`config.mk`:
```
export PLATFORM = sky130hd
export DESIGN_NAME = xcorr_peak_lock
export DESIGN_NICKNAME = d
export VERILOG_FILES = /design/src/rtl/xcorr_pkg.sv /design/src/rtl/xcorr_max4.sv /design/src/rtl/xcorr_peak_lock.sv
export SDC_FILE = /design/constraint.sdc
export NUM_CORES = 1
export LEC_CHECK = 0
export ABC_AREA = 1
export CAP_MARGIN = 20
export CELL_PAD_IN_SITES_DETAIL_PLACEMENT = 0
export CELL_PAD_IN_SITES_GLOBAL_PLACEMENT = 1
export CORE_MARGIN = 4
export CORE_UTILIZATION = 31
export DETAILED_ROUTE_END_ITERATION = 16
export HOLD_SLACK_MARGIN = 0.05
export PLACE_DENSITY = 0.69
export SLEW_MARGIN = 30
export SYNTH_ARGS = -nofsm -noshare
export SYNTH_HDL_FRONTEND = slang
export SYNTH_SLANG_ARGS = --single-unit
```
`constraint.sdc`:
```
create_clock -name clk -period 5.56 [get_ports clk]
set_clock_uncertainty 0.15 [all_clocks]
set_input_delay 1.668 -clock clk [delete_from_list [all_inputs] [get_ports clk]]
set_output_delay 1.668 -clock clk [all_outputs]
set_load 0.05 [all_outputs]
```
`src/rtl/xcorr_pkg.sv`:
```
// Shared types for the cross-correlation peak/lock block: FSM states, lag index,
// the debug view of the lock FSM and the score-width helper.
package xcorr_pkg;

  localparam int NLAGS = 4;

  typedef logic [$clog2(NLAGS)-1:0] lag_t;

  typedef enum logic [1:0] {
    SEARCH  = 2'd0,
    CONFIRM = 2'd1,
    LOCKED  = 2'd2
  } lockState_t;

  typedef struct packed {
    lockState_t state;
    lag_t       cand;
  } lockDbg_t;

  // Scores run 0..nData inclusive, so one bit more than log2 of the window.
  function automatic int scoreWidth(input int nData);
    return $clog2(nData) + 1;
  endfunction

endpackage

```
`src/rtl/xcorr_max4.sv`:
```
// Combinational argmax over the four lag scores; on equal scores the lower
// lag index wins.
module xcorr_max4
  import xcorr_pkg::*;
#(
  parameter int SW = scoreWidth(128)
) (
  input  logic [SW-1:0] scoreA,
  input  logic [SW-1:0] scoreB,
  input  logic [SW-1:0] scoreC,
  input  logic [SW-1:0] scoreD,
  output lag_t          maxLag,
  output logic [SW-1:0] maxScore
);

  lag_t          abLag;
  lag_t          cdLag;
  logic [SW-1:0] abScore;
  logic [SW-1:0] cdScore;

  // Strict greater-than at every level keeps the lower index on ties.
  always_comb begin
    abLag   = 2'd0;
    abScore = scoreA;
    if (scoreB > scoreA) begin
      abLag   = 2'd1;
      abScore = scoreB;
    end
    cdLag   = 2'd2;
    cdScore = scoreC;
    if (scoreD > scoreC) begin
      cdLag   = 2'd3;
      cdScore = scoreD;
    end
    maxLag   = abLag;
    maxScore = abScore;
    if (cdScore > abScore) begin
      maxLag   = cdLag;
      maxScore = cdScore;
    end
  end

endmodule

```
`src/rtl/xcorr_peak_lock.sv`:
```
// Per-frame peak lag selection with a SEARCH/CONFIRM/LOCKED hysteresis FSM.
// Stage 1 registers the scores, stage 2 picks the peak and steps the FSM.
module xcorr_peak_lock
  import xcorr_pkg::*;
#(
  parameter int NDATA     = 128,
  parameter int NDATA_LOG = $clog2(NDATA),
  parameter int LOCK_CNT  = 3,
  parameter int MISS_CNT  = 4
) (
  input  logic                 clk,
  input  logic                 rst,
  input  logic                 din_valid,
  input  logic [NDATA_LOG:0]   dinA,
  input  logic [NDATA_LOG:0]   dinB,
  input  logic [NDATA_LOG:0]   dinC,
  input  logic [NDATA_LOG:0]   dinD,
  input  logic [NDATA_LOG:0]   threshold,
  output logic                 dout_valid,
  output lag_t                 dout_lag,
  output logic [NDATA_LOG:0]   dout_peak,
  output logic                 locked,
  output logic                 lock_lost,
  output lockDbg_t             dbg
);

  localparam int SW = NDATA_LOG + 1;
  localparam int HW = $clog2(LOCK_CNT + 1);
  localparam int MW = $clog2(MISS_CNT + 1);
  localparam logic [HW-1:0] LOCK_MAX = HW'(LOCK_CNT);
  localparam logic [MW-1:0] MISS_MAX = MW'(MISS_CNT);

  // Handshake: din_valid marks a score set for exactly one cycle with no
  // backpressure; dout_valid is the matching one-cycle strobe two edges later.

  logic          s1Valid;
  logic [SW-1:0] s1ScoreA;
  logic [SW-1:0] s1ScoreB;
  logic [SW-1:0] s1ScoreC;
  logic [SW-1:0] s1ScoreD;
  logic [SW-1:0] s1Thr;

  lag_t          maxLag;
  logic [SW-1:0] maxScore;
  logic          qual;

  lockState_t    state;
  lockState_t    stateNext;
  lag_t          cand;
  lag_t          candNext;
  logic [HW-1:0] hitCnt;
  logic [HW-1:0] hitNext;
  logic [HW-1:0] hitInc;
  logic [MW-1:0] missCnt;
  logic [MW-1:0] missNext;
  logic [MW-1:0] missInc;
  logic          lostNext;

  xcorr_max4 #(.SW(SW)) u_max4 (
    .scoreA  (s1ScoreA),
    .scoreB  (s1ScoreB),
    .scoreC  (s1ScoreC),
    .scoreD  (s1ScoreD),
    .maxLag  (maxLag),
    .maxScore(maxScore)
  );

  assign qual    = (maxScore >= s1Thr);
  assign hitInc  = (hitCnt == LOCK_MAX) ? hitCnt : hitCnt + HW'(1);
  assign missInc = (missCnt == MISS_MAX) ? missCnt : missCnt + MW'(1);

  always_comb begin
    stateNext = state;
    candNext  = cand;
    hitNext   = hitCnt;
    missNext  = missCnt;
    lostNext  = 1'b0;
    if (s1Valid) begin
      case (state)
        SEARCH: begin
          if (qual) begin
            candNext  = maxLag;
            hitNext   = HW'(1);
            missNext  = '0;
            stateNext = (LOCK_CNT == 1) ? LOCKED : CONFIRM;
          end
        end
        CONFIRM: begin
          if (qual && (maxLag == cand)) begin
            hitNext = hitInc;
            if (hitInc == LOCK_MAX) begin
              stateNext = LOCKED;
              missNext  = '0;
            end
          end else if (qual) begin
            candNext = maxLag;
            hitNext  = HW'(1);
          end else begin
            stateNext = SEARCH;
            hitNext   = '0;
          end
        end
        LOCKED: begin
          if (qual && (maxLag == cand)) begin
            missNext = '0;
          end else if (missInc == MISS_MAX) begin
            stateNext = SEARCH;
            lostNext  = 1'b1;
            hitNext   = '0;
            missNext  = '0;
          end else begin
            missNext = missInc;
          end
        end
        default: begin
          stateNext = SEARCH;
          hitNext   = '0;
          missNext  = '0;
        end
      endcase
    end
  end

  always_ff @(posedge clk) begin
    if (rst) begin
      s1Valid    <= 1'b0;
      s1ScoreA   <= '0;
      s1ScoreB   <= '0;
      s1ScoreC   <= '0;
      s1ScoreD   <= '0;
      s1Thr      <= '0;
      state      <= SEARCH;
      cand       <= '0;
      hitCnt     <= '0;
      missCnt    <= '0;
      dout_valid <= 1'b0;
      dout_lag   <= '0;
      dout_peak  <= '0;
      locked     <= 1'b0;
      lock_lost  <= 1'b0;
    end else begin
      s1Valid <= din_valid;
      if (din_valid) begin
        s1ScoreA <= dinA;
        s1ScoreB <= dinB;
        s1ScoreC <= dinC;
        s1ScoreD <= dinD;
        s1Thr    <= threshold;
      end
      state      <= stateNext;
      cand       <= candNext;
      hitCnt     <= hitNext;
      missCnt    <= missNext;
      dout_valid <= s1Valid;
      if (s1Valid) begin
        dout_lag  <= maxLag;
        dout_peak <= maxScore;
      end
      locked    <= (stateNext == LOCKED);
      lock_lost <= lostNext;
    end
  end

  assign dbg = '{state: state, cand: cand};

endmodule

```
==> impl_metrics.json, run 1 <==
{
  "outcome": "complete, no violations",
  "cts_made_buffers": 9,
  "worst_pin_slew_ns": 0.7644,
  "grt_overflow_total": 0,
  "required_ns": 5.64,
  "finalSetupTns_ns": 0,
  "antenna_cells": 0,
  "end_kind": "flip-flop",
  "grt_pass1_vias": 3066,
  "mostFrequentLayoutCells": "93 x nand2_1, 78 x nor2_1, 73 x o21ai_0",
  "ys_warn_count": 0,
  "r2r-start": "s1ScoreC[3]",
  "placed_cells": 687,
  "clkSlewWorstSetupHoldPaths_ns": 0.07,
  "die_area_sq_mm": 0.01295,
  "grt_setup_unrepaired": "no",
  "r2r_end": "missCnt[2]",
  "cp_max_fo": 17,
  "p_leak_nw": 2.046,
  "netlist_area_sq_mm": 0.003470,
  "hold_viol": 0,
  "slowest_delay_ns": 0.37,
  "slew_viol_final": 0,
  "async_flop_share_pct": 0,
  "viasPerCell": 4.518,
  "fill_cells": 1140,
  "insertion_delay_ns": 0.34,
  "holdPathStages": 2,
  "drt-wirelength-per-cell_um": 11.84,
  "cts_tree": "done",
  "dr_total_vias": 3181,
  "powerDensity_mw_per_mm2": 357.0,
  "drt_wl_total_um": 8332,
  "drv_cap": 0,
  "final_common_cell": "nand2_1",
  "min_period_ns": 4.861,
  "initial_core_util_pct": 31.87,
  "hold_start": "s1Thr[3]",
  "final_core_util_pct": 40.80,
  "grtUsageTotal_pct": 13.65,
  "area_delta_synth_final_pct": 28.02,
  "synth_edf_count": 0,
  "drive_gt1_share_pct": 5.674,
  "synth_largest_area_cell": "dfxtp_1",
  "min_to": "s1Thr[3]",
  "avgSynthCellArea_sq_um": 6.870,
  "synth_ff_type": "dfxtp_1",
  "slowest_stage": "o21ai_0",
  "peakVddDrop_mv": 0.1715,
  "drt-initial-drc-count": 96,
  "cts.sinks": 63,
  "layout.nets": 637,
  "clockBufferDepth": 2,
  "io_buffers": 59,
  "synth.area.top_cells": "dfxtp_1 36%, ha_1 12%, o21ai_0 11%",
  "ys_seq_area_share_pct": 36.35,
  "fin_crit_sh_pct": 87.43,
  "cp.buffers_inverters": 4,
  "reg2reg_depth": 29,
  "relSlewSlack_pct": 48.98,
  "crit_top_cell": "nand2_1",
  "cts-root-buf": "clkbuf_8",
  "synth_top_area_share_pct": 36.35,
  "crit_family": "compound AO/OA/AOI/OAI gates",
  "antenna_left": 0,
  "io_pins": 60,
  "drc_errors": 0,
  "die_w_um": 113.8,
  "dr.pass1.iters": 4,
  "ys_types": 24,
  "synth_cells": 505,
  "synth_nets": 582,
  "hold_class": "flip-flop to flip-flop",
  "core_sq_mm": 0.01089,
  "critPathKind": "flip-flop to flip-flop",
  "rows": 38,
  "antenna_found_initial": 0,
  "synth-seq-cells": 63,
  "r2r_slack_ns": 0.70,
  "dpl.hpwl_um": 6545,
  "final_cells": 704,
  "grt_max_degree": 65,
  "max_freq_ghz": 0.2057,
  "worstSetupPathDepth": 29,
  "htreeDepth": 3,
  "grt_pass1_wl_um": 14480,
  "gp_congestion": 0.7754,
  "setup_violations": 0,
  "crit_arrival_ns": 4.94,
  "dieHeight_um": 113.8,
  "critPathLaunchType": "flip-flop"
}
## cell usage after synthesis (2+ instances only)
cell / n
a21oi_1: 40
clkbuf_1: 16
ha_1: 34
a21o_1: 3
o21ai_2: 2
nand3_1: 10
dfxtp_1: 63
nor2_2: 2
nand2_1: 94
inv_1: 64
nand4_1: 4
buf_2: 2
nand2_2: 5
xor2_1: 2
nor2_1: 78
o21ai_0: 78
## flip-flops by register name, summed over array words and instances, names as in the netlist
register	cells
hitCnt	2
s1ScoreC	8
state	2
cand	2
s1ScoreD	8
locked	1
dout_valid	1
s1ScoreA	8
dout_lag	2
missCnt	3
s1Thr	8
s1ScoreB	8
s1Valid	1
lock_lost	1
dout_peak	8
## worst max-delay path by stage
stage,startpoint,to,slack (ns)
detailed placement,s1ScoreA[7],missCnt[2],0.49
global placement,s1ScoreA[7],missCnt[1],0.53
global route,s1ScoreC[5],missCnt[2],0.08
finish,s1ScoreC[3],missCnt[2],0.70
floorplan,s1ScoreC[7],missCnt[0],1.30
CTS,s1ScoreA[7],missCnt[2],0.46
## kinds of logic (layout without fill, tap and decap cells)
| family | Yosys count | in the layout | share of synthesized area (%) |
|---|---|---|---|
| adders and majority gates | 34 | 34 | 12.26 |
| xor gates and xnor gates | 2 | 2 | 0.5050 |
| AOI/OAI and AO/OA | 127 | 127 | 19.33 |
| buffers and inverters | 84 | 143 | 9.160 |
| DFF | 63 | 63 | 36.35 |
| and+or+nand+nor | 195 | 195 | 22.39 |
## worst register-to-register path: cells and delay by family, from the launching register on
family / cells / cell delay [ns]
AOI/OAI and AO/OA: 6 / 1.66
buffers and inverters: 4 / 0.59
adders and majority gates: 3 / 0.92
and+or+nand+nor: 16 / 1.13
DFF: 1 / 0.31
## per-layer routing
metal | track usage (%) | routed length (um) | vias to the layer above
li1 | - | - | 1734
met1 | 18.98 | 4126 | 1386
met2 | 21.12 | 3756 | 51
met3 | 3.395 | 360 | 10
met4 | 3.721 | 89 | 0
met5 | 0 | 0 | -
## layout make-up
cell class	instances	area [sq um]	share of cell area, %
Clock buffer	12	165.2	3.718
Clock inverter	3	65.06	1.465
Inverter	65	249.0	5.606
Multi-Input combinational cell	358	1893	42.62
Sequential cell	63	1261	28.39
Tap cell	140	175.2	3.944
Timing Repair Buffer	63	633.1	14.25
## power by group
group | switching, mW | leakage [nW] | total, mW | internal (mW)
Sequential | 0.0261 | 0.521 | 0.518 | 0.492
Clock | 0.173 | 0.118 | 0.459 | 0.286
Combinational | 0.384 | 1.41 | 0.609 | 0.225
Total | 0.582 | 2.05 | 1.59 | 1.00
## stage by stage
stage	hold WS (ns)	total power, mW	area, sq um	setup slack (ns)
2_1_floorplan	0.2895	0.9504	3470	1.295
5_1_grt	0.3274	1.721	4442	0.07690
3_3_place_gp	0.3100	1.107	4177	0.5308
3_5_place_dp	0.3107	1.117	4177	0.4882
4_1_cts	0.3215	1.588	4407	0.4638
6_report	0.3200	1.586	4442	0.6987
## timing repair
item / in CTS / in global routing
hold buffers: 0 / 0
buffers inserted: 0 / 2
endpoints found under the setup margin: 0 / 5
gates resized for setup: 0 / 7
Power figures use the tool's default switching activity.
==> run 2, diff against run 1 <==
clock period = 5.6 ns   (was 5.56 ns; I/O delays follow)
==> run 2 against run 1 <==
Against the previous run:
- first-iteration DRC count fell by 27%
- maximum frequency is 2.8% lower
- worst setup slack worse by 0.10 ns
- non-clock buffer count fell by 2
- critical path depth down 3
- register-to-register slack got worse by 0.10 ns
- die area is the same
- final area shrank 0.70%
- total power decreased by 2.1%
- final cell count is 0.28% lower
- combinational power down 4.8%
- count of clock-buffer cells in the layout unchanged
- largest cell class unchanged
- highest routed layer unchanged
==> impl_metrics.json, run 2 (synthesis gave the netlist of run 1 again) <==
{
  "outcome": "complete, no violations",
  "clockBufferDepth": 2,
  "swShare_pct": 37.09,
  "finalSetupTns_ns": 0,
  "end_kind": "flip-flop",
  "layout.nets": 635,
  "setup_violations": 0,
  "mostFrequentLayoutCells": "93 x nand2_1, 78 x nor2_1, 78 x o21ai_0",
  "p_leak_nw": 2.038,
  "grt_pass1_wl_um": 14370,
  "p_seq_share_pct": 33.1,
  "crit_top_cell": "nand2_1",
  "cp.buffers_inverters": 3,
  "cts-root-buf": "clkbuf_8",
  "gp_congestion": 0.7766,
  "die_w_um": 113.8,
  "hold_viol": 0,
  "critPathLaunchType": "flip-flop",
  "fin_crit_sh_pct": 89.36,
  "antenna_left": 0,
  "insertion_delay_ns": 0.34,
  "cts_made_buffers": 9,
  "drv_cap": 0,
  "drt_wl_total_um": 8440,
  "die_area_sq_mm": 0.01295,
  "max_freq_ghz": 0.1998,
  "crit_family": "compound AO/OA/AOI/OAI gates",
  "grt_overflow_total": 0,
  "antenna_cells": 0,
  "required_ns": 5.69,
  "r2r-start": "s1ScoreC[7]",
  "internal_power_mw": 0.9769,
  "critPathKind": "flip-flop to flip-flop",
  "reg2reg_depth": 26,
  "cp_max_fo": 19,
  "crit_arrival_ns": 5.09,
  "cts_tree": "done",
  "io_buffers": 59,
  "htreeDepth": 3,
  "r2r_end": "missCnt[2]",
  "r2r_slack_ns": 0.60,
  "grt_max_degree": 65,
  "relSlewSlack_pct": 49.69,
  "pwr-share-comb_pct": 37.3,
  "dr_total_vias": 3178,
  "min_period_ns": 5.004,
  "worstSetupEndpoint": "missCnt[2]",
  "dpl.hpwl_um": 6621,
  "grt_pass1_vias": 3064,
  "dieHeight_um": 113.8,
  "core_sq_mm": 0.01089,
  "grtUsageTotal_pct": 13.60,
  "worst_pin_slew_ns": 0.7538,
  "rows": 38,
  "area_delta_synth_final_pct": 27.12,
  "p_sw_mw": 0.5759,
  "drive_gt1_share_pct": 5.160,
  "initial_core_util_pct": 31.87,
  "final_common_cell": "nand2_1",
  "slowest_delay_ns": 0.41,
  "peakVddDrop_mv": 0.1739,
  "grt_setup_unrepaired": "no",
  "cts_setup_buffers": 0,
  "setup.worst_path.start": "s1ScoreC[7]",
  "antenna_found_initial": 0,
  "clock_power_share_pct": 29.5,
  "worstSetupPathDepth": 26,
  "powerDensity_mw_per_mm2": 352.1,
  "dr.pass1.iters": 4,
  "drt-wirelength-per-cell_um": 12.02,
  "dpl_cell_area_sq_mm": 0.004177,
  "hold_class": "flip-flop to flip-flop",
  "slowest_stage": "a21oi_4",
  "cts_hold_buf": 0,
  "fin_area_sq_mm": 0.004410,
  "drt-initial-drc-count": 70,
  "io_pins": 60,
  "drc_errors": 0,
  "cts.sinks": 63,
  "viasPerCell": 4.527,
  "slew_viol_final": 0,
  "clkSlewWorstSetupHoldPaths_ns": 0.07
}
[run 2: cell type report]
| class | instances | area, sq um |
|---|---|---|
| fillers | 1157 | 6477 |
| multi-input cells | 358 | 1893 |
| flip-flops and latches | 63 | 1261 |
| well taps | 140 | 175.2 |
| clock inverters | 3 | 65.06 |
| inverters | 65 | 245.2 |
| clock buffers | 12 | 165.2 |
| repair buffers | 61 | 605.6 |
[run 2: how the worst min path moves through the flow]
stage                  start  endpoint  slack (ns)  cells past startpoint
floorplan           s1Thr[1]  s1Thr[1]        0.29                      2
global placement    s1Thr[1]  s1Thr[1]        0.31                      2
detailed placement  s1Thr[2]  s1Thr[2]        0.31                      2
CTS                 s1Thr[2]  s1Thr[2]        0.32                      2
global route        s1Thr[1]  s1Thr[1]        0.35                      2
finish              s1Thr[3]  s1Thr[3]        0.32                      2
[run 2: power by group through the flow]
stage / clock network, mW / registers (mW) / logic [mW]
2_1_floorplan: 0 / 0.558 / 0.386
3_3_place_gp: 0 / 0.524 / 0.575
3_5_place_dp: 0 / 0.525 / 0.584
4_1_cts: 0.472 / 0.515 / 0.587
5_1_grt: 0.489 / 0.520 / 0.670
6_report: 0.459 / 0.515 / 0.580
[run 2: what timing repair did]
action / in CTS / in global routing
resized for setup: 0 / 1
setup endpoints to repair: 0 / 3
hold endpoints to repair: 0 / 0
[run 2: per-layer routing]
layer | vias up | part of all wire [%] | track usage, % | routed length, um
met2 | 53 | 44 | 21.55 | 3728
met3 | 10 | 4.3 | 3.130 | 361
li1 | 1738 | - | - | -
met4 | 0 | 1.2 | 3.563 | 99
met5 | - | 0 | 0 | 0
met1 | 1377 | 50 | 18.70 | 4250
[run 2: worst min-delay path, cell delays in order (launching register included)]
cell and delay (ns):
dfxtp_1 0.29, inv_1 0.07, a21oi_1 0.06
[run 2: through the flow]
| stage | hold slack, ns | utilization [%] | worst slack, ns | std cells | power (mW) |
|---|---|---|---|---|---|
| finish | 0.3179 | 40.51 | 0.5961 | 702 | 1.553 |
| global route | 0.3454 | 40.51 | 0.01386 | 702 | 1.679 |
| detailed placement | 0.3135 | 38.36 | 0.5226 | 687 | 1.109 |
| CTS | 0.3248 | 40.47 | 0.4860 | 702 | 1.574 |
| global placement | 0.3104 | 38.36 | 0.5663 | 687 | 1.099 |
| floorplan | 0.2895 | - | 1.335 | 505 | 0.9436 |
